--- config.mk ---
export PLATFORM = sky130hd
export DESIGN_NAME = dmem_arbiter
export DESIGN_NICKNAME = d
export VERILOG_FILES = /design/src/rtl/dmem_arb_pkg.sv /design/src/rtl/dmem_arb_prio.sv /design/src/rtl/dmem_arbiter.sv
export SDC_FILE = /design/constraint.sdc
export NUM_CORES = 1
export LEC_CHECK = 0
export ABC_AREA = 0
export CORE_AREA = 4 4 70 72
export DETAILED_ROUTE_END_ITERATION = 10
export DIE_AREA = 0 0 74 76
export DONT_BUFFER_PORTS = 1
export GPL_TIMING_DRIVEN = 0
export PLACE_DENSITY = 0.46
export SLEW_MARGIN = 20
export SYNTH_ARGS = -nofsm -noshare
export SYNTH_HDL_FRONTEND = slang
export SYNTH_SLANG_ARGS = --single-unit
--- constraint.sdc ---
create_clock -name clk -period 5 [get_ports clk]
set_clock_uncertainty 0.2 [all_clocks]
set_input_delay 0.5 -clock clk [delete_from_list [all_inputs] [get_ports clk]]
set_output_delay 0.5 -clock clk [all_outputs]
set_load 0.02 [all_outputs]
--- src/rtl/dmem_arb_pkg.sv ---
// Shared types and constants for the data-memory arbiter.
//   DEF_ADDR_W / DEF_DATA_W : default address / data widths
//   BURST_W                 : width of the port-0 burst counter
//   owner_e                 : which port owns a command (OWN_P0, OWN_P1)
//   cmd_t                   : registered memory command (valid, owner, we, addr, wdata)
package dmem_arb_pkg;

    localparam int unsigned DEF_ADDR_W = 8;
    localparam int unsigned DEF_DATA_W = 8;
    localparam int unsigned BURST_W    = 4;

    typedef enum logic {
        OWN_P0 = 1'b0,
        OWN_P1 = 1'b1
    } owner_e;

    // Sized for the default widths; the top level casts into and out of it.
    typedef struct packed {
        logic                  valid;
        owner_e                owner;
        logic                  we;
        logic [DEF_ADDR_W-1:0] addr;
        logic [DEF_DATA_W-1:0] wdata;
    } cmd_t;

endpackage

--- src/rtl/dmem_arb_prio.sv ---
// Fixed-priority grant logic with a burst cap for the data-memory arbiter.
// Port 0 wins contention until it has taken MAX_BURST consecutive grants while
// port 1 was waiting; the next contended cycle then goes to port 1.
// Ports:
//   clk, rst_n       : clock, asynchronous active-low reset
//   p0_req, p1_req   : access requests
//   p0_gnt, p1_gnt   : combinational grants (at most one high, never without req)
module dmem_arb_prio
    import dmem_arb_pkg::*;
#(
    parameter int unsigned MAX_BURST = 4
) (
    input  logic clk,
    input  logic rst_n,
    input  logic p0_req,
    input  logic p1_req,
    output logic p0_gnt,
    output logic p1_gnt
);

    localparam logic [BURST_W-1:0] MaxBurst = BURST_W'(MAX_BURST);

    logic [BURST_W-1:0] burst_q, burst_d;
    logic               cap_hit;

    always_comb begin
        cap_hit = (burst_q == MaxBurst);
        p0_gnt  = p0_req & ~(p1_req & cap_hit);
        p1_gnt  = p1_req & ~(p0_req & ~cap_hit);

        // While p1 waits exactly one port is granted each cycle, so the count
        // can only reach MaxBurst before a p1 grant clears it.
        burst_d = burst_q;
        if (!p1_req || p1_gnt) begin
            burst_d = '0;
        end else if (p0_gnt) begin
            burst_d = burst_q + 1'b1;
        end
    end

    always_ff @(posedge clk or negedge rst_n) begin
        if (!rst_n) begin
            burst_q <= '0;
        end else begin
            burst_q <= burst_d;
        end
    end

endmodule

--- src/rtl/dmem_arbiter.sv ---
// Two-port arbiter/sequencer in front of the 256x8 data memory.
// Grant -> command register drives the memory for one cycle -> response
// register presents done/rdata to the owning port one cycle later.
// Optional build macro DMEM_ARB_STATS_EN adds per-port saturating grant counters.
// Ports:
//   clk, rst_n                       : clock, asynchronous active-low reset
//   pN_req/we/addr/wdata             : port N request (held until granted)
//   pN_gnt                           : combinational grant, transfer on req & gnt
//   pN_done / pN_rdata               : completion pulse and read data (0 for writes)
//   mem_address/write_data/write/read: memory command, all 0 when idle
//   mem_read_data                    : combinational memory read data
//   stats_clr, pN_grant_cnt          : (DMEM_ARB_STATS_EN only) clear and grant counts
module dmem_arbiter
    import dmem_arb_pkg::*;
#(
    parameter int unsigned ADDR_W    = DEF_ADDR_W,
    parameter int unsigned DATA_W    = DEF_DATA_W,
    parameter int unsigned MAX_BURST = 4
) (
    input  logic              clk,
    input  logic              rst_n,
`ifdef DMEM_ARB_STATS_EN
    input  logic              stats_clr,
    output logic [15:0]       p0_grant_cnt,
    output logic [15:0]       p1_grant_cnt,
`endif
    input  logic              p0_req,
    input  logic              p0_we,
    input  logic [ADDR_W-1:0] p0_addr,
    input  logic [DATA_W-1:0] p0_wdata,
    output logic              p0_gnt,
    output logic              p0_done,
    output logic [DATA_W-1:0] p0_rdata,
    input  logic              p1_req,
    input  logic              p1_we,
    input  logic [ADDR_W-1:0] p1_addr,
    input  logic [DATA_W-1:0] p1_wdata,
    output logic              p1_gnt,
    output logic              p1_done,
    output logic [DATA_W-1:0] p1_rdata,
    output logic [ADDR_W-1:0] mem_address,
    output logic [DATA_W-1:0] mem_write_data,
    output logic              mem_write,
    output logic              mem_read,
    input  logic [DATA_W-1:0] mem_read_data
);

    cmd_t              cmd_q, cmd_d;
    logic              rsp_valid_q, rsp_valid_d;
    owner_e            rsp_owner_q, rsp_owner_d;
    logic [DATA_W-1:0] rsp_rdata_q, rsp_rdata_d;

    dmem_arb_prio #(
        .MAX_BURST (MAX_BURST)
    ) u_prio (
        .clk    (clk),
        .rst_n  (rst_n),
        .p0_req (p0_req),
        .p1_req (p1_req),
        .p0_gnt (p0_gnt),
        .p1_gnt (p1_gnt)
    );

    // Idle cycles load an all-zero command, so the memory outputs can pass
    // straight through and still read as 0 whenever valid is low.
    always_comb begin
        cmd_d = '0;
        if (p0_gnt) begin
            cmd_d.valid = 1'b1;
            cmd_d.owner = OWN_P0;
            cmd_d.we    = p0_we;
            cmd_d.addr  = DEF_ADDR_W'(p0_addr);
            cmd_d.wdata = DEF_DATA_W'(p0_wdata);
        end else if (p1_gnt) begin
            cmd_d.valid = 1'b1;
            cmd_d.owner = OWN_P1;
            cmd_d.we    = p1_we;
            cmd_d.addr  = DEF_ADDR_W'(p1_addr);
            cmd_d.wdata = DEF_DATA_W'(p1_wdata);
        end
    end

    always_comb begin
        mem_read       = cmd_q.valid & ~cmd_q.we;
        mem_write      = cmd_q.valid & cmd_q.we;
        mem_address    = ADDR_W'(cmd_q.addr);
        mem_write_data = DATA_W'(cmd_q.wdata);

        rsp_valid_d = cmd_q.valid;
        rsp_owner_d = cmd_q.owner;
        rsp_rdata_d = mem_read ? mem_read_data : '0;
    end

    always_ff @(posedge clk or negedge rst_n) begin
        if (!rst_n) begin
            cmd_q       <= '0;
            rsp_valid_q <= 1'b0;
            rsp_owner_q <= OWN_P0;
            rsp_rdata_q <= '0;
        end else begin
            cmd_q       <= cmd_d;
            rsp_valid_q <= rsp_valid_d;
            rsp_owner_q <= rsp_owner_d;
            rsp_rdata_q <= rsp_rdata_d;
        end
    end

    always_comb begin
        p0_done  = rsp_valid_q & (rsp_owner_q == OWN_P0);
        p1_done  = rsp_valid_q & (rsp_owner_q == OWN_P1);
        p0_rdata = p0_done ? rsp_rdata_q : '0;
        p1_rdata = p1_done ? rsp_rdata_q : '0;
    end

`ifdef DMEM_ARB_STATS_EN
    logic [15:0] p0_cnt_q, p0_cnt_d;
    logic [15:0] p1_cnt_q, p1_cnt_d;

    always_comb begin
        p0_cnt_d = p0_cnt_q;
        p1_cnt_d = p1_cnt_q;
        if (stats_clr) begin
            p0_cnt_d = '0;
            p1_cnt_d = '0;
        end else begin
            if (p0_gnt && (p0_cnt_q != 16'hFFFF)) p0_cnt_d = p0_cnt_q + 16'd1;
            if (p1_gnt && (p1_cnt_q != 16'hFFFF)) p1_cnt_d = p1_cnt_q + 16'd1;
        end
    end

    always_ff @(posedge clk or negedge rst_n) begin
        if (!rst_n) begin
            p0_cnt_q <= '0;
            p1_cnt_q <= '0;
        end else begin
            p0_cnt_q <= p0_cnt_d;
            p1_cnt_q <= p1_cnt_d;
        end
    end

    assign p0_grant_cnt = p0_cnt_q;
    assign p1_grant_cnt = p1_cnt_q;
`endif

endmodule
==> impl_results.md <==
* Worst-Skew Late Latency at between 200 and 300 ps
* Gr ovfl total at 0
* Critical Path RT at 4300 ps
* Post-Syn Area per Cell at approximately 13 µm²
* First-pass GRT wire length at about 4.6 mm
* Slowest CP cell: dfrtp_1
* Setup WS pre-CTS at between 2000 and 3000 ps
* CP startpoint kind: flop
* Largest area contributor in the netlist: dfrtp_1
* Fin area at between 1500 and 2000 µm²
* Most numerous cell in the Yosys netlist: dfrtp_1
* DRC errors left at 0
* Share of the synthesized area in the top cell type at 0.563
* CP max FO at 10
* Peak VDD IR at ~0.14 mV
* Post-synth EDFFs at 0
* Fillers at around 430
* CP Capture Type: output pin
* # H-tree levels at 2
* Static Leak at between 0.8 and 0.9 nW
* Crit share post-route at 0.469
* Sequential share of the synthesized area at 0.563
* Fin Setup TNS at 0 ps
* Initial core utilization at 0.342
* Yosys warns at 0
* Post-CTS Resized at 0
* Die width at 74 µm
* Antenna-violating nets left at 0
* Max Cap Viol at 0
* Final GP Congestion at around 0.60
* Ys flop type: dfrtp_1
* CTS Buf Count at 5
* Storage element area at between 800 and 900 µm²
* Pre-Repair DR Iteration Count at 3
* Antenna cells at 0
* Final WS setup at between 2000 and 3000 ps
* Nets at 174
* Clk sink count at 33
* Core Region at roughly 4300 µm²
* Top cells by count, synth: 33 x dfrtp_1, 18 x and2_1, 17 x buf_4
* Initial antenna violation count at 0
* # port buffers at 0
* Vias in the first global route at ~990
* Max-slew violations at 0
* Async SR Flop Fraction at 1.00
* Routed WL per cell at 16.2 µm
* Final min period at 2350 ps
* Post-Route WL at slightly below 3 mm
* Final number of setup-violating endpoints at 0
* Rel. slew slack at 0.656
* Proportion of layout cells with a drive suffix above 1 at 0.307
* Clock slew at reported path FFs at roughly 60 ps
* # Post-CTS Setup Buffers at 0
* CTS tree: built
* Standard-cell rows at 24
* Synth Instances at between 100 and 150
* Crit path DAT at 1650 ps
* Hold Fails Final Rpt at 0
* Design Power at approximately 0.63 mW
* Placed cell areas at 1530 µm²
* Fmax at ~430 MHz
* Largest net degree at the start of global routing at 34
* Min-Delay Path Class: in2reg
* Fin util at 0.391
* Cell Area, Synth at 1470 µm²
* CTS Buffer Depth at 2
* Worst path cell trace: nor2b_1, clkbuf_1, and2_1
* Synthesis-stage register bit count at 33
* I/O pins at 84
* Die Ht at about 76 µm
* PwrDens at 374 nW/µm²
* Syn-to-layout area delta at 14.4%
* Vias at 870
* Post-DP HPWL at 2.16 mm
* Clock root buffer: clkbuf_8
* Synth top area cells: dfrtp_1 56%, buf_4 8.7%, and2_1 7.7%, a22o_2 5.5%, a22o_1 5.4%
* Gr usage total at 0.111
* Multi-input gate area at between 400 and 500 µm²
* Synth cell types at 21
* Via density at just under 5
* RSZ-0062 raised after global routing: false
* Die ar. at roughly 5600 µm²
* Critical path class: reg2out
* Worst slew pin tran at approximately 520 ps
* Status: complete, no violations
* Post-Syn Nets at 165
* Starting DRT DRC Count at between 40 and 50
* Slowest stage delay, CP at about 480 ps
[metrics by stage]
stage / std cells / hold slack (ps)
floorplan: 117 / 4.41
global placement: 169 / 5.41
detailed placement: 169 / 5.42
CTS: 179 / 97.3
global route: 179 / 97.2
finish: 179 / 110
[power breakdown]
group          total [mW]  switching, mW  internal [mW]
combinational      0.0829         0.0492         0.0337
clock               0.255         0.0926          0.162
sequential          0.291        0.00700          0.284
total               0.629          0.149          0.480
[layout make-up]
type / count / share of cell area
multi-input cells: 60 / 0.279
plain buffers: 21 / 0.0961
flip-flops and latches: 33 / 0.492
clock buffers: 7 / 0.0514
well taps: 52 / 0.0387
inverters: 3 / 0.00671
repair buffers: 2 / 0.0179
clock inverters: 1 / 0.0179
[metal layers]
layer,vias to the layer above,part of all wire,GRT usage,wire [µm]
met5,-,0,0,0
li1,397,-,-,-
met2,52,0.51,0.179,1490
met4,0,0.0055,0.0489,16
met1,419,0.37,0.120,1070
met3,2,0.11,0.0528,332
[sequential cells by signal, indices dropped and copies added (netlist names)]
name            flops
rsp_valid_q         1
rsp_owner_d         1
rsp_owner_q         1
mem_address         8
mem_write_data      8
u_prio.burst_q      4
cmd_q               1
rsp_rdata_q         8
rsp_valid_d         1
[critical path, delay by kind of cell (launching register included)]
family                 cells  cell delay (ps)
and+or+nand+nor            2              490
DFF                        1              480
buffers and inverters      1              400
[timing repair]
item | in CTS | in global routing
hold buffers | 2 | 0
setup endpoints to repair | 0 | 0
endpoints found under the hold margin | 33 | 0
[placed cells by master, fill, tap and decap left out, drive strengths merged, types with 2 or more instances in the layout]
cell type / n
buf: 20
dfrtp: 33
clkbuf: 9
nor2b: 2
and3: 12
a22o: 17
a21oi: 2
inv: 3
ha: 2
and2: 19
[logic make-up after synthesis]
family	count (synthesis)	synth area share
compound gates	20	0.128
buf+inv	24	0.118
simple gates	36	0.163
fa+ha+maj	2	0.0170
flops	33	0.563
xor+xnor	2	0.0119
[path summary, 6_finish.rpt]
check / cells past startpoint / to / from / slack, ps
worst max-delay path: 3 / p0_rdata[2] / rsp_valid_q$_DFF_PN0_ / 2650
worst min-delay path: 1 / rsp_owner_d$_DFF_PN0_ / p0_req / 110
worst max register to register: 6 / mem_address[6]$_DFF_PN0_ / u_prio.burst_q[0]$_DFFE_PN0P_ / 3220
worst min register to register: 0 / rsp_owner_q$_DFF_PN0_ / rsp_owner_d$_DFF_PN0_ / 140
max in group asynchronous: 2 / u_prio.burst_q[3]$_DFFE_PN0P_ / rst_n / 3950
min in group asynchronous: 2 / rsp_rdata_q[6]$_DFF_PN0_ / rst_n / 470
Power figures use the tool's default switching activity.
